### config.mk
export PLATFORM = sky130hd
export DESIGN_NAME = program_counter_flat
export DESIGN_NICKNAME = d
export VERILOG_FILES = /design/src/rtl/program_counter_pkg.sv /design/src/rtl/program_counter_if.sv /design/src/rtl/program_counter_return_stack.sv /design/src/rtl/program_counter.sv /design/src/flat_wrapper.sv
export SDC_FILE = /design/constraint.sdc
export NUM_CORES = 1
export LEC_CHECK = 0
export ABC_AREA = 1
export BUFFER_PORTS_ARGS = -buffer_cell sky130_fd_sc_hd__buf_2
export CORE_ASPECT_RATIO = 1.1
export CORE_MARGIN = 2
export CORE_UTILIZATION = 29
export CTS_BUF_LIST = sky130_fd_sc_hd__clkbuf_4
export DETAILED_ROUTE_END_ITERATION = 10
export GPL_TIMING_DRIVEN = 0
export PLACE_DENSITY = 0.62
export SYNTH_ARGS = -nofsm -noshare
export SYNTH_HDL_FRONTEND = slang
export SYNTH_SLANG_ARGS = --single-unit
### constraint.sdc
create_clock -name clk -period 1.2 [get_ports clk]
set_input_delay 0.18 -clock clk [delete_from_list [all_inputs] [get_ports clk]]
set_output_delay 0.18 -clock clk [all_outputs]
set_load 0.01 [all_outputs]
### src/rtl/program_counter_pkg.sv
// Shared types and defaults for the program counter slice.
// Build option PROGRAM_COUNTER_STACK_EN enables the return-address stack.
package pc_pkg;

  localparam int ADDR_W_DEFAULT = 16;
  localparam logic [ADDR_W_DEFAULT-1:0] RESET_VECTOR_DEFAULT = '0;

  typedef logic [ADDR_W_DEFAULT-1:0] addr_t;

  // Listed in ascending priority; the top-level encoder emits exactly one.
  typedef enum logic [2:0] {
    OP_HOLD = 3'd0,
    OP_INC  = 3'd1,
    OP_LOAD = 3'd2,
    OP_CALL = 3'd3,
    OP_RET  = 3'd4
  } pc_op_e;

endpackage

### src/rtl/program_counter_if.sv
// Control-unit to program-counter bus; call/ret/stk_* exist only when
// PROGRAM_COUNTER_STACK_EN is defined.
interface program_counter_if import pc_pkg::*; #(
  parameter int ADDR_W = ADDR_W_DEFAULT
) ();

  logic              increment;
  logic              load;
  logic [ADDR_W-1:0] d_bus;
  logic [ADDR_W-1:0] i_addr;
`ifdef PROGRAM_COUNTER_STACK_EN
  logic              call;
  logic              ret;
  logic              stk_ovf;
  logic              stk_unf;
`endif

  modport master (
    output increment, load, d_bus,
`ifdef PROGRAM_COUNTER_STACK_EN
    output call, ret,
    input  stk_ovf, stk_unf,
`endif
    input  i_addr
  );

  modport slave (
    input  increment, load, d_bus,
`ifdef PROGRAM_COUNTER_STACK_EN
    input  call, ret,
    output stk_ovf, stk_unf,
`endif
    output i_addr
  );

endinterface

### src/rtl/program_counter_return_stack.sv
// Register-file LIFO of return addresses (built only with PROGRAM_COUNTER_STACK_EN).
// Push into a full stack and pop from an empty stack are ignored.
module pc_return_stack #(
  parameter int DEPTH = 8,
  parameter int W     = 16
) (
  input  logic         clk,
  input  logic         rst,
  input  logic         push,
  input  logic         pop,
  input  logic [W-1:0] din,
  output logic [W-1:0] dout,
  output logic         full,
  output logic         empty
);

  localparam int PTR_W = $clog2(DEPTH);

  logic [PTR_W:0]   r_sp;
  logic [W-1:0]     r_mem [DEPTH];
  logic [PTR_W-1:0] w_top_idx;
  logic             w_do_push;
  logic             w_do_pop;

  assign full      = (r_sp == (PTR_W+1)'(DEPTH));
  assign empty     = (r_sp == '0);
  assign w_do_push = push && !full;
  assign w_do_pop  = pop && !empty && !push;
  // Low bits wrap to DEPTH-1 when the stack is full, which is the top entry.
  assign w_top_idx = r_sp[PTR_W-1:0] - PTR_W'(1);
  assign dout      = r_mem[w_top_idx];

  always_ff @(posedge clk) begin
    if (rst) begin
      r_sp <= '0;
    end else if (w_do_push) begin
      r_sp <= r_sp + (PTR_W+1)'(1);
    end else if (w_do_pop) begin
      r_sp <= r_sp - (PTR_W+1)'(1);
    end
  end

  always_ff @(posedge clk) begin
    if (!rst && w_do_push) begin
      r_mem[r_sp[PTR_W-1:0]] <= din;
    end
  end

endmodule

### src/rtl/program_counter.sv
// Instruction-address register: hold / increment / load, plus call/ret with a
// return stack when PROGRAM_COUNTER_STACK_EN is defined. 1-cycle latency.
module program_counter import pc_pkg::*; #(
  parameter int                ADDR_W       = ADDR_W_DEFAULT,
  parameter logic [ADDR_W-1:0] RESET_VECTOR = ADDR_W'(RESET_VECTOR_DEFAULT),
  parameter int                INC_STEP     = 1,
  parameter int                STACK_DEPTH  = 8
) (
  input  logic             clk,
  input  logic             rst,
  program_counter_if.slave pc
);

  if (STACK_DEPTH < 2 || (STACK_DEPTH & (STACK_DEPTH - 1)) != 0) begin : g_bad_stack_depth
    $error("STACK_DEPTH must be a power of two and at least 2");
  end

  logic [ADDR_W-1:0] r_addr;
  logic [ADDR_W-1:0] w_next_addr;
  logic [ADDR_W-1:0] w_inc_addr;
  pc_op_e            w_op;

  assign w_inc_addr = r_addr + ADDR_W'(INC_STEP);
  assign pc.i_addr  = r_addr;

`ifdef PROGRAM_COUNTER_STACK_EN
  logic              w_push;
  logic              w_pop;
  logic              w_full;
  logic              w_empty;
  logic [ADDR_W-1:0] w_top;
  logic              r_ovf;
  logic              r_unf;

  always_comb begin
    w_op = OP_HOLD;
    if (pc.ret)            w_op = OP_RET;
    else if (pc.call)      w_op = OP_CALL;
    else if (pc.load)      w_op = OP_LOAD;
    else if (pc.increment) w_op = OP_INC;
  end

  // The return address is the fall-through of the call site.
  assign w_push = (w_op == OP_CALL) && !w_full;
  assign w_pop  = (w_op == OP_RET) && !w_empty;

  pc_return_stack #(
    .DEPTH (STACK_DEPTH),
    .W     (ADDR_W)
  ) u_stack (
    .clk   (clk),
    .rst   (rst),
    .push  (w_push),
    .pop   (w_pop),
    .din   (w_inc_addr),
    .dout  (w_top),
    .full  (w_full),
    .empty (w_empty)
  );

  always_ff @(posedge clk) begin
    if (rst) begin
      r_ovf <= 1'b0;
      r_unf <= 1'b0;
    end else begin
      if (w_op == OP_CALL && w_full) r_ovf <= 1'b1;
      if (w_op == OP_RET && w_empty) r_unf <= 1'b1;
    end
  end

  assign pc.stk_ovf = r_ovf;
  assign pc.stk_unf = r_unf;
`else
  always_comb begin
    w_op = OP_HOLD;
    if (pc.load)           w_op = OP_LOAD;
    else if (pc.increment) w_op = OP_INC;
  end
`endif

  always_comb begin
    w_next_addr = r_addr;
    case (w_op)
      OP_INC:  w_next_addr = w_inc_addr;
      OP_LOAD: w_next_addr = pc.d_bus;
      OP_CALL: w_next_addr = pc.d_bus;
`ifdef PROGRAM_COUNTER_STACK_EN
      OP_RET:  w_next_addr = w_empty ? r_addr : w_top;
`endif
      default: w_next_addr = r_addr;
    endcase
  end

  always_ff @(posedge clk) begin
    if (rst) r_addr <= RESET_VECTOR;
    else     r_addr <= w_next_addr;
  end

endmodule

### src/flat_wrapper.sv
// flat-port wrapper written by rule: the top's interface ports become plain ports
module program_counter_flat import pc_pkg::*;
#(
  parameter int                ADDR_W       = ADDR_W_DEFAULT,
  parameter logic [ADDR_W-1:0] RESET_VECTOR = ADDR_W'(RESET_VECTOR_DEFAULT),
  parameter int                INC_STEP     = 1,
  parameter int                STACK_DEPTH  = 8
)
  (clk, rst, pc_increment, pc_load, pc_d_bus, pc_i_addr);
  program_counter_if #(.ADDR_W(ADDR_W)) pc_i ();
  input  logic clk;
  input  logic rst;
  input wire logic [$bits(pc_i.increment)-1:0] pc_increment;
  input wire logic [$bits(pc_i.load)-1:0] pc_load;
  input wire logic [$bits(pc_i.d_bus)-1:0] pc_d_bus;
  output wire logic [$bits(pc_i.i_addr)-1:0] pc_i_addr;
  assign pc_i.increment = pc_increment;
  assign pc_i.load = pc_load;
  assign pc_i.d_bus = pc_d_bus;
  assign pc_i_addr = pc_i.i_addr;
  program_counter #(.ADDR_W(ADDR_W), .RESET_VECTOR(RESET_VECTOR), .INC_STEP(INC_STEP), .STACK_DEPTH(STACK_DEPTH)) u_core (.clk(clk), .rst(rst), .pc(pc_i));
endmodule
Word-level counts from Yosys, hierarchy flattened:

Cells that the tools add are included.

* register bits after elaboration: 16
* bits in latches: 0
* RAM bits: 0
* bits in read-only memories: 0
* input port bits: 20
* output and inout bits: 16
* word-level logic and storage cells: 10
* memories kept: 0

* add/subtract/negate cells: 1
* multipliers: 0
* divide/modulo/power cells: 0
* magnitude comparators: 0
* equality and inequality tests: 3
* shifts and indexed selects: 0
* mux-type cells: 3
* bitwise logic cells: 0
* reduce and logical (&&, ||, !) cells: 2

Operators with widths (number)
* $pmux W16 S2: 1
* $add A16 B1 Y16 const B: 1
* $eq A3 B2 Y1 const B: 2
* $eq A3 B1 Y1 const B: 1
* $mux W3: 1
* $reduce_bool A2 Y1: 1
* $reduce_or A2 Y1: 1
* $mux W1: 1

Longest topological paths before layout:

Gate-level depths: netlist of run 1.

* word-level depth: 5
* depth in mapped cells: 8
* gate-level depth less buffers: 8

Worst setup path after synthesis of run 1:

Ideal clock, no wire load.

* kind: flip-flop to flip-flop
* start: register u_core.r_addr[1] (netlist: u_core.pc.i_addr[1])
* end: register u_core.r_addr[10] (netlist: u_core.pc.i_addr[10])
* library setup time: 0.070 ns
* data arrival time: 1.237 ns
* required time: 1.130 ns
* path slack: -0.108 ns
* stages on the path, launching flop included: 8
* buffers on the path: 0
* period minus slack after synthesis: 1.308 ns
* cells stage by stage: dfxtp_1 ha_1 nand3_2 nor2_4 nand2_2 a21oi_1 o21ai_1 a21oi_1

* longest elaborated chain between the ends: 2

Ends and longest elaborated chain
* start: declaration: RTL line program_counter.sv:18 `logic [ADDR_W-1:0] r_addr;`
* start signal: assignment: RTL line program_counter.sv:96 `else r_addr <= w_next_addr;`
* $add A16 B1 Y16: RTL line program_counter.sv:23 `assign w_inc_addr = r_addr + ADDR_W'(INC_STEP);`
* $pmux W16 S2: RTL line program_counter.sv:83 `case (w_op)`

No other way between the ends.
A chain may end at the register's enable or synchronous reset.

Final worst setup path of run 1:

* start: register u_core.r_addr[0] (netlist: u_core.pc.i_addr[0])
* end: register u_core.r_addr[8] (netlist: u_core.pc.i_addr[8])

Same word-level chain as after synthesis.

==> reports/results.ini, run 1 <==
[outcome]
status = finished, violations left
violations = negative setup slack

[worst_hold_path]
hp-start = rst
holdPathStages = 2
worstHoldEndpoint = u_core.pc.i_addr[4]$_SDFFE_PP0P_
hp-class = in -> reg

[critical_path]
timing.rr.start = u_core.pc.i_addr[0]$_SDFFE_PP0P_
crit_path_end_kind = register
worst-setup-path-type = reg -> reg
critical_path_required_ps = 1420
rr_worst_depth = 8
r2r-end = u_core.pc.i_addr[8]$_SDFFE_PP0P_
cp_max_fo = 4
startpoint_type = register
worst_ep_arrival_time_ps = 1540
worst-r2r-setup-slack_ps = -120
crit_start = u_core.pc.i_addr[0]$_SDFFE_PP0P_

[pwr]
pwr-share-seq = 0.510
ir_drop_uv = 382
powerDensity_nw_per_um2 = 840
pwr-share-clk = 0.289
switching_share = 0.307
p_int_uw = 824
switchingPower_uw = 366
finalPower_mw = 1.19
combPwrFrac = 0.201
leakage_nw = 0.616

[global_route]
grt_pass1_vias = 1053
antenna_found_initial = 0
grt_max_degree = 11
grt_pass1_wl_um = 4650
track_usage = 0.155
grt_overflow_total = 0

[logic_synthesis]
avgSynthCellArea_um2 = 6.67
synth_seq_cells = 16
syn_inst = 149
synth_top_family_by_area = simple AND/OR/NAND/NOR gates
yosysUniqueCellTypes = 24
synthXorXnorAreaFrac = 0.0529
synthAdderAreaFrac = 0.0126
synth_fp_nets = 170
syn_area_um2 = 993
synth-compound-area-share = 0.191
yosysSeqAreaShare = 0.322
yosys.area_share.simple = 0.336
yosys_warnings = 0
synthMuxAreaShare = 0

[sta]
fin_ws_ps = -117
fin_tns_setup_ps = -411
rsz0062_at_grt = true
fin_skew_ps = 2.95
fmax_mhz = 759
hold_viol_final = 0
fin_hold_ws_ps = 70.3
drv_slew = 0
period_minus_slack_ps = 1320
relSlewSlack = 0.634
setup_viol = 6
worst-slew-pin-transition_ps = 548
period_share = 1.10

[cells_and_area]
largest_register_ffs = 16
nets = 219
drive_gt1_frac = 0.426
fillCellCount = 373
syn2layout_area_growth_pct = 42.6
diodes = 0
final_area_um2 = 1420

[place]
postPlaceCellArea_um2 = 1230
port_buffers = 34
gp_congestion = 0.857
hpwl_um = 2030

[routing]
dr_total_vias = 1154
drt_iter0_markers = 51
drc = 0
ant_nets = 0
routed_wl_um = 2810
dr.pass1.iters = 4
wl_per_cell_um = 12.0
via_per_inst = 4.95

[die]
dieArea_um2 = 3910
io_pins = 36
coreArea_um2 = 3300
placementRows = 22
dieWidth_um = 59.8
initial_core_util = 0.301
chipHeight_um = 65.4

[clocking]
cts_buffer_depth = 2
ctsHoldBuffers = 0
clkSlewWorstSetupHoldPaths_ps = 100
cts_tree = yes
cts_root_buf = clkbuf_4
cts_buffers = 3
cts.sinks = 16
htree_levels = 1
insertion_delay_ps = 300

[flow_run]
cap_violations = 0

[metrics by stage]
step / setup slack [ps] / utilization / cells
2_1_floorplan: -1.35 / - / 149
3_3_place_gp: -77.2 / 0.372 / 219
3_5_place_dp: -98.9 / 0.372 / 219
4_1_cts: -64.2 / 0.392 / 225
5_1_grt: -192 / 0.429 / 233
6_report: -117 / 0.429 / 233
[power groups by stage]
stage	clock network [mW]	logic [mW]	registers, mW
finish	0.344	0.239	0.607
global route	0.381	0.268	0.615
CTS	0.356	0.219	0.614
detailed placement	0	0.212	0.623
global placement	0	0.210	0.623
floorplan	0	0.107	0.630
[cells by family (layout without fill, tap and decap cells)]
kind of cell,Yosys count,after routing
simple gates,74,74
compound gates,32,32
buf+inv,20,68
flops,16,16
xor+xnor,6,6
fa+ha+maj,1,1
[synth_stat cells]
cell      count  area (um2)
nand2_1      37         139
nand3_2       1        10.0
buf_2         1        5.00
inv_2         1        3.75
a21oi_1      13        65.1
ha_1          1        12.5
o21ai_1       1        5.00
nor2_1       10        37.5
nand3_1      14        70.1
nand4_1       3        18.8
o21ai_0       5        25.0
a22oi_1      10        75.1
nand2_2       4        25.0
dfxtp_1      16         320
buf_4         2        15.0
nor2_4        1        11.3
xnor2_1       2        17.5
inv_1        14        52.6
clkbuf_1      2        7.51
o21bai_1      1        7.51
nor2_2        2        12.5
xor2_1        4        35.0
a31oi_1       2        12.5
nor3_1        2        10.0
[cell type report]
cell class                      count  area, um2  area share
Tap cell                           36       45.0      0.0318
Clock buffer                        4       30.0      0.0212
Sequential cell                    16        362       0.255
Timing Repair Buffer               44        249       0.176
Buffer                              5       27.5      0.0194
Inverter                           15       56.3      0.0398
Multi-Input combinational cell    113        647       0.457
[critical path, cell delays in order, from the launching register on]
cell,delay (ps)
dfxtp_4,390
ha_4,150
nand3_4,60
nor2_4,160
buf_4,130
nand2_1,60
nand2_1,70
nand3_1,80
a21oi_1,140
[cells in the final DEF, fill, tap and decap left out, types with 7 or more instances in the layout]
master and n:
dfxtp_4 10, buf_4 11, a22oi_1 10, nand2_1 34, nor2_1 7, inv_1 14
nand3_1 12, a21oi_1 11, buf_2 35, nand2_2 7
[how the worst max path moves through the flow]
stage | to | slack [ps] | cells after the start
after floorplan | u_core.pc.i_addr[10]$_SDFFE_PP0P_ | -1 | 7
after global placement | u_core.pc.i_addr[10]$_SDFFE_PP0P_ | -80 | 7
after detailed placement | u_core.pc.i_addr[10]$_SDFFE_PP0P_ | -100 | 7
after CTS | u_core.pc.i_addr[10]$_SDFFE_PP0P_ | -60 | 7
after global routing | u_core.pc.i_addr[8]$_SDFFE_PP0P_ | -190 | 8
final | u_core.pc.i_addr[8]$_SDFFE_PP0P_ | -120 | 8
[per-layer routing]
metal  vias up  GRT usage  part of all wire
li1        599          -                 -
met2        35      0.238              0.45
met4         0     0.0667             0.019
met3         5     0.0256             0.058
met1       515      0.211              0.47
met5         -          0                 0
[what timing repair did]
action,CTS,global route
endpoints found under the setup margin,11,12
gates resized for setup,11,22
buffers inserted,2,8
pin swaps,8,11
(Power assumes the default switching activity.)
==> run 2: changes to the inputs <==
Settings changed: CORE_ASPECT_RATIO 1.1 to not set, SKIP_CTS_REPAIR_TIMING set to 1.
==> run 2 against run 1 <==
Net effect: hold slack got worse by 8.3 ps; critical endpoint is now u_core.pc.i_addr[6]$_SDFFE_PP0P_; sequential share of layout area grew 0.069 points; count of clock-buffer cells in the layout stayed put; largest cell class unchanged; utilization shrank 1.8 points; cell count is 2.6% higher; critical path depth is 1 lower; register-to-register slack worse by 40 ps; sequential power hardly changed; routed wire length rose by 0.75%; the flow still finishes with violations (negative setup slack).
==> reports/results.ini, run 2 (synthesis gave the netlist of run 1 again) <==
[outcome]
status = finished, violations left
violations = negative setup slack

[sta]
relSlewSlack = 0.630
setup_viol = 6
fin_tns_setup_ps = -464
period_share = 1.13
fin_hold_ws_ps = 62.0
rsz0062_at_grt = true
period_minus_slack_ps = 1360
hold_viol_final = 0
fin_ws_ps = -158
fmax_mhz = 736
fin_skew_ps = 14.9
worst-slew-pin-transition_ps = 555
drv_slew = 0

[cells_and_area]
drive_gt1_frac = 0.373
nets = 215
fillCellCount = 393
layout_commonest_cell = nand2_1
diodes = 0
largest_register_ffs = 16
regArea_um2 = 348
syn2layout_area_growth_pct = 36.8
final_cell_mix = 36 x nand2_1, 35 x buf_2, 14 x inv_1, 14 x nand3_1, 11 x a21oi_1
multi_input_area_um2 = 624

[global_route]
antenna_found_initial = 0
track_usage = 0.147
grt_overflow_total = 0
grt_pass1_vias = 1016
grt_max_degree = 11
grt_pass1_wl_um = 4590

[pwr]
ir_drop_uv = 343
powerDensity_nw_per_um2 = 869
leakage_nw = 0.590

[critical_path]
crit_buf_inv = 1
crit_path_end_kind = register
crit_slowest_cell = dfxtp_4
startpoint_type = register
path_cells = ha_4 > nand3_4 > nor2_4 > buf_4 > xor2_1 > nand2_1 > a21oi_2
slowest_delay_ps = 400
cp_max_fo = 7
worst-r2r-setup-slack_ps = -160
worst-setup-path-type = reg -> reg
worst_ep_arrival_time_ps = 1590
crit_family = flip-flops
critical_path_required_ps = 1440

[die]
io_pins = 36
placementRows = 21
dieArea_um2 = 3910
chipHeight_um = 62.5
dieWidth_um = 62.5
initial_core_util = 0.300
coreArea_um2 = 3310

[clocking]
cts_tree = yes
insertion_delay_ps = 300
cts_buffer_depth = 2
htree_levels = 1
clkSlewWorstSetupHoldPaths_ps = 110
cts_buffers = 3
cts.sinks = 16
cts_root_buf = clkbuf_4

[routing]
drt_iter0_markers = 29
wl_per_cell_um = 11.8
dr_total_vias = 1137
ant_nets = 0
via_per_inst = 4.76
dr.pass1.iters = 4
routed_wl_um = 2830
drc = 0

[place]
hpwl_um = 2030
gp_congestion = 0.844
port_buffers = 34

[flow_run]
cap_violations = 0

[worst_hold_path]
hp-class = in -> reg

==> run 2: where the power goes <==
group | leakage, nW | switching, mW | total [mW] | internal (mW)
logic | 0.434 | 0.123 | 0.230 | 0.106
registers | 0.137 | 0.0476 | 0.610 | 0.562
clock network | 0.0184 | 0.190 | 0.342 | 0.152
total | 0.590 | 0.360 | 1.18 | 0.821
==> run 2: final timing paths <==
kind	startpoint	to	cells past startpoint
max	u_core.pc.i_addr[1]$_SDFFE_PP0P_	u_core.pc.i_addr[6]$_SDFFE_PP0P_	7
min	rst	u_core.pc.i_addr[3]$_SDFFE_PP0P_	2
max reg2reg	u_core.pc.i_addr[1]$_SDFFE_PP0P_	u_core.pc.i_addr[6]$_SDFFE_PP0P_	7
min reg2reg	u_core.pc.i_addr[4]$_SDFFE_PP0P_	u_core.pc.i_addr[4]$_SDFFE_PP0P_	2
==> run 2: metrics by stage <==
step / total power [mW] / instance area, um2 / setup slack [ps] / std cells / utilization
finish: 1.18 / 1360 / -158 / 239 / 0.410
global route: 1.25 / 1360 / -221 / 239 / 0.410
floorplan: 0.737 / 1010 / -1.35 / 149 / -
global placement: 0.834 / 1240 / -70.4 / 229 / 0.375
CTS: 1.17 / 1270 / -136 / 233 / 0.384
detailed placement: 0.836 / 1240 / -96.7 / 229 / 0.375
==> run 2: cell type report <==
cell class                 instances  share of cell area
clock buffer                       4              0.0221
sequential                        16               0.256
buffer                             5              0.0203
inverter                          15              0.0414
timing repair buffer              40               0.158
multi-input combinational        113               0.459
tap                               46              0.0424
==> run 2: routing by layer <==
layer / vias to the layer above / GRT usage / routed length [um]
li1: 587 / - / -
met4: 0 / 0.0583 / 47
met3: 5 / 0.0306 / 126
met2: 22 / 0.239 / 1340
met1: 523 / 0.191 / 1320
met5: - / 0 / 0
